**config.mk**
```make
export PLATFORM = sky130hd
export DESIGN_NAME = stack_sequencer
export DESIGN_NICKNAME = d
export VERILOG_FILES = /design/src/rtl/stack_sequencer_pkg.sv /design/src/rtl/stack_sequencer_prog_ram.sv /design/src/rtl/stack_sequencer.sv
export SDC_FILE = /design/constraint.sdc
export NUM_CORES = 1
export LEC_CHECK = 0
export ABC_CLOCK_PERIOD_IN_PS = 3150
export BUFFER_PORTS_ARGS = -buffer_cell sky130_fd_sc_hd__buf_2
export CAP_MARGIN = 20
export CORE_MARGIN = 2
export CORE_UTILIZATION = 34
export DETAILED_ROUTE_END_ITERATION = 12
export SETUP_SLACK_MARGIN = 0.2
export SLEW_MARGIN = 15
export SYNTH_ARGS = -nofsm -noshare
export SYNTH_HDL_FRONTEND = slang
export SYNTH_SLANG_ARGS = --single-unit
```
**constraint.sdc**
```tcl
create_clock -name clk -period 3.15 [get_ports clk]
set_input_delay 0.1575 -clock clk [delete_from_list [all_inputs] [get_ports clk]]
set_output_delay 0.1575 -clock clk [all_outputs]
set_load 0.02 [all_outputs]
```
**src/rtl/stack_sequencer_pkg.sv**
```systemverilog
// Shared constants for the stack_cpu program sequencer.
//   - OP_*  : stack_cpu opcode nibbles
//   - ST_*  : sequencer FSM state encodings (also visible on dbg_state)
package stack_sequencer_pkg;

  localparam logic [3:0] OP_PUSH = 4'h1;
  localparam logic [3:0] OP_POP  = 4'h2;
  localparam logic [3:0] OP_OUTL = 4'h3;
  localparam logic [3:0] OP_OUTH = 4'h4;
  localparam logic [3:0] OP_SWAP = 4'h5;
  localparam logic [3:0] OP_PUSF = 4'h6;
  localparam logic [3:0] OP_REPL = 4'h7;
  localparam logic [3:0] OP_BINA = 4'h8;
  localparam logic [3:0] OP_MULT = 4'h9;
  localparam logic [3:0] OP_IDIV = 4'hA;
  localparam logic [3:0] OP_CLFL = 4'hB;
  localparam logic [3:0] OP_HALT = 4'hF;

  localparam logic [2:0] ST_IDLE      = 3'd0;
  localparam logic [2:0] ST_CPU_RESET = 3'd1;
  localparam logic [2:0] ST_FETCH     = 3'd2;
  localparam logic [2:0] ST_EXEC      = 3'd3;
  localparam logic [2:0] ST_DONE      = 3'd4;

endpackage

```
**src/rtl/stack_sequencer_prog_ram.sv**
```systemverilog
// Program store for the sequencer: PROG_DEPTH x 4-bit register file.
//   clk            : clock
//   we/waddr/wdata : synchronous write port
//   raddr0/rdata0  : asynchronous read port (opcode, at pc)
//   raddr1/rdata1  : asynchronous read port (operand, at pc+1)
// Contents are deliberately not reset; the sequencer's program length
// gates which entries are ever read.
module stack_prog_ram #(
  parameter int PROG_DEPTH = 16,
  parameter int PTR_W      = 4
) (
  input  logic             clk,
  input  logic             we,
  input  logic [PTR_W-1:0] waddr,
  input  logic [3:0]       wdata,
  input  logic [PTR_W-1:0] raddr0,
  output logic [3:0]       rdata0,
  input  logic [PTR_W-1:0] raddr1,
  output logic [3:0]       rdata1
);

  logic [3:0] mem [PROG_DEPTH];

  always_ff @(posedge clk) begin
    if (we) mem[waddr] <= wdata;
  end

  assign rdata0 = mem[raddr0];
  assign rdata1 = mem[raddr1];

endmodule

```
**src/rtl/stack_sequencer.sv**
```systemverilog
// Program sequencer for stack_cpu. A program of up to PROG_DEPTH nibbles is
// loaded serially while idle, then one run pulse resets the CPU for a cycle
// and replays the program into the CPU's inbits with per-opcode spacing.
//   clk, rst      : clock, synchronous active-high reset
//   load_en       : append load_data to the program (IDLE/DONE only)
//   load_data     : program nibble
//   run           : start execution from address 0 (IDLE/DONE only)
//   cpu_rst       : stack_cpu reset
//   cpu_inbits    : stack_cpu inbits
//   pc            : address of the next nibble to fetch
//   busy          : CPU_RESET, FETCH or EXEC
//   done          : DONE
//   err           : missing-operand fault, sticky until run or rst
//   dbg_state     : current FSM state (ST_* encoding)
//   dbg_prog_len  : number of nibbles loaded (0..PROG_DEPTH)
// Handshake: load_en and run are single-cycle level strobes sampled on the
// rising clock edge; there is no ready, a strobe presented while busy is
// discarded, and run takes priority over load_en in the same cycle.
module stack_sequencer
  import stack_sequencer_pkg::*;
#(
  parameter  int PROG_DEPTH = 16,
  localparam int PTR_W      = $clog2(PROG_DEPTH)
) (
  input  logic             clk,
  input  logic             rst,
  input  logic             load_en,
  input  logic [3:0]       load_data,
  input  logic             run,
  output logic             cpu_rst,
  output logic [3:0]       cpu_inbits,
  output logic [PTR_W-1:0] pc,
  output logic             busy,
  output logic             done,
  output logic             err,
  output logic [2:0]       dbg_state,
  output logic [PTR_W:0]   dbg_prog_len
);

  localparam logic [PTR_W:0] FULL = (PTR_W+1)'(PROG_DEPTH);

  // Number of cycles the CPU spends on an opcode after its fetch cycle.
  function automatic logic [1:0] cycles(input logic [3:0] o);
    case (o)
      OP_PUSH, OP_POP, OP_SWAP, OP_PUSF, OP_REPL, OP_BINA: cycles = 2'd2;
      OP_MULT, OP_IDIV:                                    cycles = 2'd3;
      default:                                             cycles = 2'd1;
    endcase
  endfunction

  function automatic logic has_operand(input logic [3:0] o);
    has_operand = (o == OP_PUSH) || (o == OP_PUSF) ||
                  (o == OP_REPL) || (o == OP_BINA);
  endfunction

  logic [2:0]     state;
  logic [PTR_W:0] pc_r;      // one extra bit so pc can reach PROG_DEPTH
  logic [PTR_W:0] wr_ptr;    // doubles as the program length
  logic           err_r;
  logic [3:0]     op;
  logic [3:0]     operand;
  logic [1:0]     cnt;

  logic           idle_like;
  logic           mem_we;
  logic [3:0]     rd0;
  logic [3:0]     rd1;
  logic [PTR_W+1:0] pc_p2;

  assign idle_like = (state == ST_IDLE) || (state == ST_DONE);
  assign mem_we    = idle_like && load_en && !run && (wr_ptr < FULL);
  // Operand lives at pc+1; it exists only if pc+2 <= prog_len.
  assign pc_p2     = {1'b0, pc_r} + (PTR_W+2)'(2);

  stack_prog_ram #(
    .PROG_DEPTH (PROG_DEPTH),
    .PTR_W      (PTR_W)
  ) u_ram (
    .clk    (clk),
    .we     (mem_we),
    .waddr  (wr_ptr[PTR_W-1:0]),
    .wdata  (load_data),
    .raddr0 (pc_r[PTR_W-1:0]),
    .rdata0 (rd0),
    .raddr1 (pc_r[PTR_W-1:0] + PTR_W'(1)),
    .rdata1 (rd1)
  );

  always_ff @(posedge clk) begin
    if (rst) begin
      state   <= ST_IDLE;
      pc_r    <= '0;
      wr_ptr  <= '0;
      err_r   <= 1'b0;
      op      <= 4'h0;
      operand <= 4'h0;
      cnt     <= 2'd0;
    end else begin
      case (state)
        ST_IDLE, ST_DONE: begin
          if (run) begin
            state <= ST_CPU_RESET;
            pc_r  <= '0;
            err_r <= 1'b0;
          end else if (load_en) begin
            if (wr_ptr < FULL) wr_ptr <= wr_ptr + 1'b1;
            state <= ST_IDLE;
          end
        end
        ST_CPU_RESET: state <= ST_FETCH;
        ST_FETCH: begin
          if (pc_r == wr_ptr) begin
            state <= ST_DONE;
          end else begin
            op   <= rd0;
            pc_r <= pc_r + 1'b1;
            cnt  <= cycles(rd0) - 2'd1;
            if (rd0 == OP_HALT) begin
              state <= ST_DONE;
            end else if (has_operand(rd0)) begin
              if (pc_p2 > {1'b0, wr_ptr}) begin
                err_r <= 1'b1;
                state <= ST_DONE;
              end else begin
                operand <= rd1;
                pc_r    <= pc_r + 2'd2;
                state   <= ST_EXEC;
              end
            end else begin
              state <= ST_EXEC;
            end
          end
        end
        ST_EXEC: begin
          if (cnt == 2'd0) state <= ST_FETCH;
          else             cnt   <= cnt - 2'd1;
        end
        default: state <= ST_IDLE;
      endcase
    end
  end

  // inbits is decoded from state and registers only; during FETCH the
  // addressed nibble is presented so the CPU captures it at the FETCH edge.
  always_comb begin
    cpu_inbits = 4'h0;
    case (state)
      ST_FETCH: cpu_inbits = (pc_r == wr_ptr) ? OP_HALT : rd0;
      ST_EXEC:  cpu_inbits = has_operand(op) ? operand : 4'h0;
      default:  cpu_inbits = 4'h0;
    endcase
  end

  // rst is forwarded directly so the CPU is held in reset on the same cycles.
  assign cpu_rst      = rst || (state == ST_CPU_RESET);
  assign pc           = pc_r[PTR_W-1:0];
  assign busy         = (state == ST_CPU_RESET) || (state == ST_FETCH) ||
                        (state == ST_EXEC);
  assign done         = (state == ST_DONE);
  assign err          = err_r;
  assign dbg_state    = state;
  assign dbg_prog_len = wr_ptr;

endmodule
```
==> out/metrics.cfg <==
[power_and_ir_drop]
finalPower_w = 0.00248
switchingPower_w = 0.000573
combPwrFrac_pct = 6.8
ir_worst_vdd_mv = 0.240
p_leak_nw = 1.87
p_clk_share_pct = 40.5
p_int_w = 0.00191
powerDensity_nw_per_um2 = 444
seq_power_share_pct = 52.6
swShare_pct = 23.1

[route]
first_iter_violations = 277
met2_length_um = 5570
drc_errors = 0
wire_per_inst_um = 19.4
vias = 3091
drt-met1-wl_um = 4800
vias_per_cell = 5.37
route.met3.wl_um = 675
top_layer_used = met4
routed_wl_um = 11200
ant_nets = 0
detail_route.first_pass.iterations = 4

[worst_setup_path]
crit_fanout = 6
reg2reg_depth = 10
crit_type = reg -> reg
start_kind = flip-flop
crit_end = pc_r[4]
r2r_end = pc_r[4]
path_common_cell = mux4_2
slowest_stage = mux4_2
regToRegSetupSlack_ns = 0.15
worstPathRequired_ns = 3.44
end_kind = flip-flop
worstPathCellList = buf_12 > mux4_2 > mux4_2 > buf_6 > ha_4 > nor3b_2 > o32a_4 > nor3_4 > or4_1 > nand3_1
crit_arrival_ns = 3.29
critPathMaxStageDelay_ns = 0.54

[timing]
tns_ns = 0
fin_skew_ns = 0.00944
tightest_slew_ns = 0.859
max_freq_mhz = 333
finalMaxSlewViolations = 0
final-setup-viol-count = 0
fin_crit_ns = 3.00
slew_headroom_pct = 42.3
timing.final.crit_share_pct = 95.3
rsz0062_at_grt = true
hold_violations = 0

[place]
gp_congestion = 0.856
place_hpwl_um = 8010
io_buffers = 27
dp_cells = 545

[run]
cap_violations = 0

[clock_tree]
path_clk_slew_ns = 0.07
cts.path.max_buffers = 2
cts_num_sinks = 92
ctsHoldBuffers = 0
cts_buffers = 9
cts_tree = done
cts-root-buf = clkbuf_16
worstSkewPairLatency_ns = 0.35
htreeDepth = 3

[finish]
antennaDiodeCount = 0
post-route-util_pct = 40.8
area_growth_syn_to_layout_pct = 18.5
drive_gt1_share_pct = 32.1
nets = 415
fillers = 1255
final_cells = 576

[grt]
grt_first_pass_wirelength_um = 17200
grt_overflow = 0
antenna_found_initial = 0
groute.usage.overall_pct = 15.7
grt_max_degree = 24
grt_pass1_vias = 2965

[logic_synthesis]
synth_fp_nets = 373
ys_seq_elements = 92
synth_edf_count = 64
ys_async_sr_fraction_pct = 0
postSynthCellCount = 349
synth_area_um2 = 4730
yosysSeqAreaShare_pct = 52.5
synth-main-ff-cell = edfxtp_1
synth_cell_type_count = 52
yosys_warnings = 0
syn_area_per_cell_um2 = 13.5

[run_status]
status = completed

[floorplanning]
io-pin-count = 28
die_w_um = 122
initial_core_util_pct = 34.4
fp.dieH_um = 122
die_area_um2 = 14900
core_um2 = 13700
rows = 43

[hold_path]
hp-class = in -> reg

[power by group through the flow]
stage	Combinational (W)	Sequential [W]	Clock (W)
floorplan	0.0000869	0.00134	0
global placement	0.000138	0.00133	0
detailed placement	0.000142	0.00133	0
CTS	0.000159	0.00131	0.00103
global route	0.000184	0.00131	0.00107
finish	0.000170	0.00131	0.00101
[metal layers]
layer / GRT usage, % / vias to the layer above
met1: 20.4 / 1543
li1: - / 1419
met4: 4.74 / 0
met5: 0 / -
met3: 4.12 / 10
met2: 25.8 / 119
[state kept, by name (all words and copies together), names as in the netlist, named ones only]
name	cells
dbg_state	3
dbg_prog_len	5
u_ram.mem	64
cnt	2
pc_r	5
err	1
operand	4
op	4
[through the flow]
step                      hold slack, ns  worst slack, ns  instance area (µm²)
after global routing               0.154           0.0675                 5600
after floorplan                    0.256            0.230                 4730
final                              0.136            0.147                 5600
after global placement             0.464            0.162                 5060
after CTS                          0.103            0.136                 5510
after detailed placement           0.464           0.0711                 5060
[cell families (layout without fill, tap and decap cells)]
| logic type | after synthesis | after routing | share of synthesized area (%) |
|---|---|---|---|
| muxes | 47 | 47 | 20.7 |
| adders and majority gates | 16 | 16 | 4.24 |
| DFF | 92 | 92 | 52.5 |
| buffers and inverters | 34 | 80 | 3.42 |
| and+or+nand+nor | 111 | 112 | 11.5 |
| xor gates and xnor gates | 10 | 10 | 1.85 |
| AOI/OAI and AO/OA | 39 | 39 | 5.75 |
[worst min-delay path by stage]
stage                      start               to  slack, ns  cells past startpoint
floorplan           load_data[0]  u_ram.mem[0][0]       0.26                      0
global placement           op[2]            op[2]       0.46                      2
detailed placement           err              err       0.46                      2
CTS                          run     dbg_state[0]       0.10                      3
global route                 run     dbg_state[0]       0.15                      3
finish                       run     dbg_state[0]       0.14                      3
[cells in the final DEF, fill, tap and decap left out, types with 5 or more instances in the layout]
cell type	n
ha_4	5
buf_4	18
nor2_1	41
dfxtp_1	26
ha_1	11
mux4_2	36
xnor2_1	6
buf_2	27
nor3_1	7
a21oi_1	8
inv_1	10
mux2i_1	8
o21ai_0	7
clkbuf_16	9
nand2_1	28
edfxtp_1	64
[what timing repair did]
item | 4_1_cts | 5_1_grt
cloned | 2 | 0
resized for setup | 19 | 10
pin swaps | 10 | 16
buffers inserted | 9 | 4
setup endpoints to repair | 15 | 16
[area by class of cell]
| type | instances | area (µm²) | share of cell area, % |
|---|---|---|---|
| sequential | 92 | 2490 | 44.4 |
| multi-input combinational | 224 | 2200 | 39.2 |
| timing repair buffer | 51 | 363 | 6.48 |
| clock buffer | 10 | 229 | 4.09 |
| tap | 180 | 225 | 4.02 |
| clock inverter | 6 | 48.8 | 0.872 |
| inverter | 13 | 48.8 | 0.872 |
[cell usage after synthesis (4+ instances only)]
master	instances	share of area (%)
xor2_1	4	0.74
or3_1	4	0.53
ha_1	16	4.2
xnor2_1	6	1.1
inv_1	13	1.0
nand2b_1	5	0.66
mux4_1	5	2.8
nor2_1	42	3.3
nand2_1	28	2.2
dfxtp_1	28	12
nor3_1	7	0.74
edfxtp_1	64	41
o21ai_0	7	0.74
mux2i_1	8	1.7
clkbuf_1	9	0.71
a21oi_1	9	0.95
buf_4	4	0.64
mux4_2	34	16
[worst max-delay path, delay by kind of cell, from the launching register on]
family,cells,cell delay (ns)
compound gates,1,0.23
simple gates,4,0.83
mux,2,1.04
fa+ha+maj,1,0.16
buf+inv,2,0.29
flops,1,0.39
No activity file was read; power rests on OpenSTA's default activity.
